## src/rtl/fetch_unit.sv

```systemverilog
// Instruction fetch stage: issues one read at a time at the current pc,
// buffers returned instructions (with their fetch address) in a small
// circular prefetch queue, and pulses pc_advance / pc_load to steer the
// external program counter. A branch flushes the queue and discards any
// read still in flight.
//
// Handshakes:
//   mem:   mem_req rises with mem_addr and both hold until mem_ack; the read
//          completes in the cycle mem_ack=1 (mem_rdata valid that cycle).
//   instr: the head entry transfers when instr_valid & instr_ready are both 1
//          at a rising edge; instr_data/instr_pc are stable while instr_valid=1
//          and no transfer or branch occurs.
module fetch_unit #(
  parameter int ADDR_WIDTH = 8,
  parameter int DATA_WIDTH = 8,
  parameter int DEPTH      = 4
) (
  input  logic                  clk,
  input  logic                  reset,
  input  logic [ADDR_WIDTH-1:0] pc,
  output logic                  pc_advance,
  output logic                  pc_load,
  output logic [ADDR_WIDTH-1:0] pc_target,
  output logic                  mem_req,
  output logic [ADDR_WIDTH-1:0] mem_addr,
  input  logic                  mem_ack,
  input  logic [DATA_WIDTH-1:0] mem_rdata,
  output logic                  instr_valid,
  output logic [DATA_WIDTH-1:0] instr_data,
  output logic [ADDR_WIDTH-1:0] instr_pc,
  input  logic                  instr_ready,
  input  logic                  branch_valid,
  input  logic [ADDR_WIDTH-1:0] branch_target,
  output logic [1:0]            state_dbg
);

  localparam int PTR_W = $clog2(DEPTH);
  localparam int CNT_W = PTR_W + 1;
  localparam logic [CNT_W-1:0] FULL_CNT = CNT_W'(DEPTH);

  typedef enum logic [1:0] {
    IDLE    = 2'd0,
    REQ     = 2'd1,
    DRAIN   = 2'd2,
    RESTART = 2'd3
  } state_t;

  state_t                state_q, state_d;
  logic                  mem_req_q, mem_req_d;
  logic [ADDR_WIDTH-1:0] mem_addr_q, mem_addr_d;
  logic                  pc_advance_q, pc_advance_d;
  logic                  pc_load_q, pc_load_d;
  logic [ADDR_WIDTH-1:0] pc_target_q, pc_target_d;

  logic [PTR_W-1:0]      rd_ptr_q, rd_ptr_d;
  logic [PTR_W-1:0]      wr_ptr_q, wr_ptr_d;
  logic [CNT_W-1:0]      count_q, count_d;
  logic [DATA_WIDTH-1:0] data_q [DEPTH];
  logic [DATA_WIDTH-1:0] data_d [DEPTH];
  logic [ADDR_WIDTH-1:0] addr_q [DEPTH];
  logic [ADDR_WIDTH-1:0] addr_d [DEPTH];

  logic push;
  logic pop;
  logic flush;

  // FSM next state and registered control outputs
  always_comb begin
    state_d      = state_q;
    mem_req_d    = mem_req_q;
    mem_addr_d   = mem_addr_q;
    pc_advance_d = 1'b0;
    pc_load_d    = 1'b0;
    pc_target_d  = pc_target_q;
    push         = 1'b0;
    flush        = 1'b0;
    case (state_q)
      IDLE: begin
        if (branch_valid) begin
          state_d = RESTART;
        end else if (count_q != FULL_CNT) begin
          // While pc_advance is high the counter has not stepped yet, so
          // the address it is about to hold is forwarded here; this keeps
          // issue spacing at a single bubble after each ack.
          mem_req_d  = 1'b1;
          mem_addr_d = pc_advance_q ? (pc + ADDR_WIDTH'(1)) : pc;
          state_d    = REQ;
        end
      end
      REQ: begin
        if (branch_valid) begin
          if (mem_ack) begin
            mem_req_d = 1'b0;
            state_d   = RESTART;
          end else begin
            state_d = DRAIN;
          end
        end else if (mem_ack) begin
          push         = 1'b1;
          pc_advance_d = 1'b1;
          mem_req_d    = 1'b0;
          state_d      = IDLE;
        end
      end
      DRAIN: begin
        // Stale read completes here; data is dropped. A branch on the same
        // cycle still needs a restart cycle for its own pc_load.
        if (mem_ack) begin
          mem_req_d = 1'b0;
          state_d   = branch_valid ? RESTART : IDLE;
        end
      end
      RESTART: begin
        state_d = branch_valid ? RESTART : IDLE;
      end
      default: state_d = IDLE;
    endcase
    if (branch_valid) begin
      flush       = 1'b1;
      pc_load_d   = 1'b1;
      pc_target_d = branch_target;
    end
  end

  // FSM and control output registers
  always_ff @(posedge clk) begin
    if (reset) begin
      state_q      <= IDLE;
      mem_req_q    <= 1'b0;
      mem_addr_q   <= '0;
      pc_advance_q <= 1'b0;
      pc_load_q    <= 1'b0;
      pc_target_q  <= '0;
    end else begin
      state_q      <= state_d;
      mem_req_q    <= mem_req_d;
      mem_addr_q   <= mem_addr_d;
      pc_advance_q <= pc_advance_d;
      pc_load_q    <= pc_load_d;
      pc_target_q  <= pc_target_d;
    end
  end

  assign pop = (count_q != '0) && instr_ready && !branch_valid;

  // Queue pointer, count and storage updates; a branch flush wins over push/pop
  always_comb begin
    rd_ptr_d = rd_ptr_q;
    wr_ptr_d = wr_ptr_q;
    count_d  = count_q;
    data_d   = data_q;
    addr_d   = addr_q;
    if (flush) begin
      rd_ptr_d = '0;
      wr_ptr_d = '0;
      count_d  = '0;
    end else begin
      if (push) begin
        data_d[wr_ptr_q] = mem_rdata;
        addr_d[wr_ptr_q] = mem_addr_q;
        wr_ptr_d         = wr_ptr_q + PTR_W'(1);
      end
      if (pop) begin
        rd_ptr_d = rd_ptr_q + PTR_W'(1);
      end
      case ({push, pop})
        2'b10:   count_d = count_q + CNT_W'(1);
        2'b01:   count_d = count_q - CNT_W'(1);
        default: count_d = count_q;
      endcase
    end
  end

  // Queue control registers
  always_ff @(posedge clk) begin
    if (reset) begin
      rd_ptr_q <= '0;
      wr_ptr_q <= '0;
      count_q  <= '0;
    end else begin
      rd_ptr_q <= rd_ptr_d;
      wr_ptr_q <= wr_ptr_d;
      count_q  <= count_d;
    end
  end

  // Queue storage; contents are only meaningful below count, so no reset
  always_ff @(posedge clk) begin
    data_q <= data_d;
    addr_q <= addr_d;
  end

  assign pc_advance  = pc_advance_q;
  assign pc_load     = pc_load_q;
  assign pc_target   = pc_target_q;
  assign mem_req     = mem_req_q;
  assign mem_addr    = mem_addr_q;
  assign instr_valid = (count_q != '0);
  assign instr_data  = data_q[rd_ptr_q];
  assign instr_pc    = addr_q[rd_ptr_q];
  assign state_dbg   = state_q;

endmodule

```

## config.mk

```make
export PLATFORM = sky130hd
export DESIGN_NAME = fetch_unit
export DESIGN_NICKNAME = d
export VERILOG_FILES = /design/src/rtl/fetch_unit.sv
export SDC_FILE = /design/constraint.sdc
export NUM_CORES = 1
export LEC_CHECK = 0
export CAP_MARGIN = 15
export CORE_MARGIN = 2
export CORE_UTILIZATION = 40
export CTS_BUF_LIST = sky130_fd_sc_hd__clkbuf_16
export DETAILED_ROUTE_END_ITERATION = 8
export GPL_TIMING_DRIVEN = 0
export SKIP_CTS_REPAIR_TIMING = 1
export SLEW_MARGIN = 30
export SYNTH_ARGS = -nofsm -noshare
export SYNTH_HDL_FRONTEND = slang
export SYNTH_SLANG_ARGS = --single-unit
```

## constraint.sdc

```tcl
create_clock -name clk -period 3 [get_ports clk]
set_input_delay 0.6 -clock clk [delete_from_list [all_inputs] [get_ports clk]]
set_output_delay 0.6 -clock clk [all_outputs]
set_load 0.005 [all_outputs]
```

# Yosys cells after proc, flatten, opt, wreduce, memory -nomap -nowiden
# Cells that the tools add are included.
[op_classes] mul=0 n_reduce_logical=14 mux=28 order_cmp=3 n_shift=0 n_bitwise=4 addsub=5 n_div=0 eq_ne=12
[ops] op="$bwmux 32" n=2
[ops] op="$mux 8" n=6
[ops] op="$bmux 8 s2" n=2
[ops] op="$demux 8 s2" n=1
[ops] op="$mux 2" n=6
[ops] op="$ne 3x3->1 const B" n=3
[ops] op="$add 8x1->8 const B" n=1
[ops] op="$mux 1" n=8
[ops] op="$pmux 2 s4" n=1
[ops] op="$eq 2x2->1 const B" n=3
[ops] op="$ge 3x3->1 const B" n=2
[ops] op="$ne 2x2->1 const B" n=3
[ops] op="$not 2->3" n=2
[ops] op="$pmux 3 s2" n=1
[ops] op="$reduce_and 3->1" n=2
[ops] op="$add 2x1->2 const B" n=2
[ops] op="$eq 2x1->1 const B" n=2
[ops] op="$reduce_and 4->1" n=1
[ops] op="$reduce_bool 2->1" n=2
[ops] op="$reduce_or 2->1" n=2
[ops] op="$add 3x1->3 const B" n=1
[ops] op="$logic_and 1x1->1" n=3
[ops] op="$lt 3x1->1 const B" n=1
[ops] op="$reduce_bool 3->1" n=1
[ops] op="7 further kinds" n=8
[totals] n_memories=0 mem_bits_ro=0 input_bits=29 register_bits=92 ram_bits=0 latchBits=0

# Depth between registers and ports, before layout
[logic_depth] depth_word=6 depth_mapped=11 mapped_depth_nobuf=11

# Worst setup path after synthesis
# OpenSTA, ideal clock, no wires.
[synth_timing] path_kind="in2reg" from="in branch_valid" to="reg count_q[2]" t_required_ns=2.930 slack_ns=0.803 stages=9 arrival_time_ns=2.126 cell_sequence="buf_2 -> nor2_1 -> inv_1 -> ha_1 -> inv_1 -> fa_1 -> xor2_1 -> or3_1 -> a21oi_1"
[synth_via] elab_chain_cells=4
[synth_lines] item="from (decl)" line_no="32" text="input logic branch_valid,"
[synth_lines] item="$mux 1 or $logic_not 1->1 (tied branches)" line_no="91, 144"
[synth_lines] item="$mux 1 or $logic_and 1x1->1 (tied branches)"
[synth_lines] item="$eq 2x1->1 or $eq 2x2->1 (tied branches)" line_no="166" text="case ({push, pop})"
[synth_lines] item="$pmux 3 s2 or $reduce_bool 2->1 (tied branches)"
[synth_lines] item="to (signal assigned)" line_no="183" text="count_q <= count_d;"
[synth_lines] item="to (decl)" line_no="57" text="logic [CNT_W-1:0] count_q, count_d;"
# Several ways; a longest one is shown, not always the timed one.
# A chain may end at the register's enable or synchronous reset.

# Worst setup path in the final report
# Ends and elaborated chain as after synthesis.

==> impl_metrics.yaml <==
power:
  pwr-share-comb_pct: 12.2
  p_int_mw: 2.26
  power_density_mw_per_mm2: 601
  p_seq_share_pct: 50.1
  swShare_pct: 22.9
  ir_worst_vdd_uv: 267
  p_clk_share_pct: 37.7
  p_switching_mw: 0.671
  leakagePower_nw: 1.62
setup_path:
  worstReg2RegEnd: "count_q[2]"
  worstRegToRegCells: 11
  reg2reg_from: "state_dbg[1]"
  crit_top_cell: "inv_1"
  crit_path_start_kind: "input pin"
  crit_fanout: 10
  cp-end-kind: "flop"
  startpoint: "branch_valid"
  path_class: "input pin to flop"
  crit_family: "buffers and inverters"
  cp.arrival_ns: 2.96
  regToRegSetupSlack_ns: 0.62
  path_depth: 10
  cpPeakStageDelay_ns: 0.57
  cp-endpoint: "count_q[2]"
  crit_chain: "clkdlybuf4s50_1, buf_2, nor2_1, inv_1, ha_1, inv_1, fa_1, xor2_1, or3_1, a21oi_1"
  slowest_stage: "clkdlybuf4s50_1"
  required_ns: 3.27
  path_buf_inv: 4
yosys:
  synthTopCellsByCount: "edfxtp_1, nor2_1, dfxtp_1"
  syn_nets: 279
  yosysTopAreaCell: "edfxtp_1"
  synth_most_common_cell: "edfxtp_1"
  yosys_register_bits: 92
  synthFlopType: "edfxtp_1"
  yosysSeqAreaShare_pct: 65.7
  synth-edff-count: 64
  synth_top_area_share_pct: 50.9
  syn_area_per_cell_um2: 15.8
  synthTopCellsByArea: "edfxtp_1, dfxtp_1, mux4_2"
  synth_warnings: 0
  async_reset_ff_share_pct: 0
  synth_area_mm2: 0.00378
  synth.distinct_cells: 40
  synthCells: 239
layout:
  drive_gt1_share_pct: 16.8
  diodes: 0
  register_area_mm2: 0.00248
  final_nets: 356
  multi_input_area_mm2: 0.00119
  area_growth_pct: 28.9
  final_core_util_pct: 53.0
  nFillCells: 792
  stdcell_area_mm2: 0.00487
flow_run:
  max-cap-violations: 0
outcome:
  status: "finished, final reports clean"
clock_tree:
  cts_buffers: 9
  cts_buffer_depth: 2
  cts-root-buf: "clkbuf_16"
  clk_latency_ns: 0.34
  cts.sinks: 92
  cts_tree: "done"
  htreeDepth: 3
  cts.clk_slew.worst_paths_ns: 0.06
hold_path:
  min_path_type: "flop to flop"
  hold_path_depth: 2
sta:
  rsz0062_at_grt: "no"
  layout_setup_ws_ns: 0.307
  finClkSkew_ns: 0.00440
  tightestPinTransition_ns: 0.867
  slew-limit-headroom_pct: 42.2
  timing.final.crit_share_pct: 89.8
  finalSetupViolations: 0
  finalCriticalPeriod_ns: 2.69
  finalHoldViolCount: 0
  timing.fmax_mhz: 371
  drv_slew: 0
placed_design:
  gp_congestion: 0.757
  hpwl_um: 4820
  place_ws_ns: -0.0407
  postPlaceCellArea_mm2: 0.00458
  io_buffer_count: 66
die:
  die_w_um: 101
  row_count: 35
  io-pin-count: 67
  die-area_mm2: 0.0102
  start_util_pct: 41.1
  core_area_mm2: 0.00920
  die_y_um: 101
routing:
  vias_per_cell: 5.04
  post_drt_wl_per_cell_um: 16.5
  drc: 0
  first_iter_violations: 83
  ant_nets: 0
  drt_first_pass_iters: 4
  wl_um: 7140
  dr_total_vias: 2177
grt:
  grt_pass1_vias: 2275
  overflow: 0
  grt_start_max_net_pins: 17
  grt_antenna_before_repair: 0
  gr-usage-all-layers_pct: 15.1
  grt_pass1_wl_um: 11400
==> per-layer routing <==
layer	global-route usage, %	vias to the layer above	wire length [µm]
met2	23.2	71	3220
met4	7.48	0	169
li1	-	1050	-
met5	0	-	0
met3	5.52	14	532
met1	19.0	1042	3220
==> kinds of logic after synthesis <==
family                     count (synthesis)  synth area share, %
muxes                                     25                 11.9
DFF                                       92                 65.7
and+or+nand+nor                           56                 7.98
AOI/OAI and AO/OA                         23                 5.03
xor gates and xnor gates                  12                 2.78
buffers and inverters                     20                 2.72
adders and majority gates                 11                 3.84
==> registers in the layout, indices dropped and copies added, names as in the netlist <==
signal / flops
addr_q: 32
count_q: 3
data_q: 32
mem_addr: 8
mem_req: 1
pc_advance: 1
pc_load: 1
pc_target: 8
rd_ptr_q: 2
state_dbg: 2
wr_ptr_q: 2
==> cell usage in the layout, fill, tap and decap left out, types with 2 or more instances in the layout <==
cell type        instances
clkdlybuf4s50_1         66
edfxtp_1                64
nor2_1                  29
dfxtp_1                 28
mux4_2                  16
inv_1                   10
ha_1                    10
mux2i_1                  9
clkbuf_16                9
a211oi_2                 8
xnor2_1                  6
xor2_1                   6
a21oi_1                  5
buf_2                    4
nand2_1                  4
and2_1                   4
nand4_1                  4
buf_6                    3
o21ai_1                  3
clkbuf_1                 2
nand3_1                  2
o21ai_0                  2
clkinv_2                 2
clkinvlp_4               2
==> worst register-to-register path: stages (launching register included) <==
cell and delay, ns:
dfxtp_1 0.40, inv_1 0.08, ha_1 0.26, nand2_1 0.17
nor2_1 0.11, inv_1 0.08, ha_1 0.18, inv_1 0.06
fa_1 0.38, xor2_1 0.16, or3_1 0.30, a21oi_1 0.14
==> power by group through the flow <==
| stage | clock network, mW | logic [mW] | registers [mW] |
|---|---|---|---|
| after floorplan | 0 | 0.181 | 1.49 |
| after global placement | 0 | 0.354 | 1.49 |
| after detailed placement | 0 | 0.357 | 1.50 |
| after CTS | 1.13 | 0.359 | 1.47 |
| after global routing | 1.19 | 0.393 | 1.48 |
| final | 1.10 | 0.356 | 1.47 |
==> through the flow <==
stage	TNS (ns)	std cells	hold slack, ns	total power [mW]
after global placement	-0.0316	416	0.475	1.85
after CTS	0	432	0.505	2.96
after detailed placement	-0.0407	416	0.487	1.85
after global routing	0	432	0.534	3.06
final	0	432	0.492	2.93
after floorplan	0	239	0.469	1.67
==> how the worst min path moves through the flow <==
stage	from	end	slack (ns)
floorplan	wr_ptr_q[1]	wr_ptr_q[1]	0.47
global placement	pc_target[4]	pc_target[4]	0.47
detailed placement	pc_target[2]	pc_target[2]	0.49
CTS	pc_target[7]	pc_target[7]	0.51
global route	wr_ptr_q[1]	wr_ptr_q[1]	0.53
finish	pc_target[7]	pc_target[7]	0.49
==> cell type report <==
class | count | share of cell area, %
clock buffer | 9 | 4.62
inverter | 11 | 0.848
sequential | 92 | 51.0
clock inverter | 7 | 1.39
multi-input combinational | 127 | 24.5
buffer | 9 | 1.26
timing repair buffer | 66 | 13.6
tap | 111 | 2.85
No activity file was read; power rests on OpenSTA's default activity.
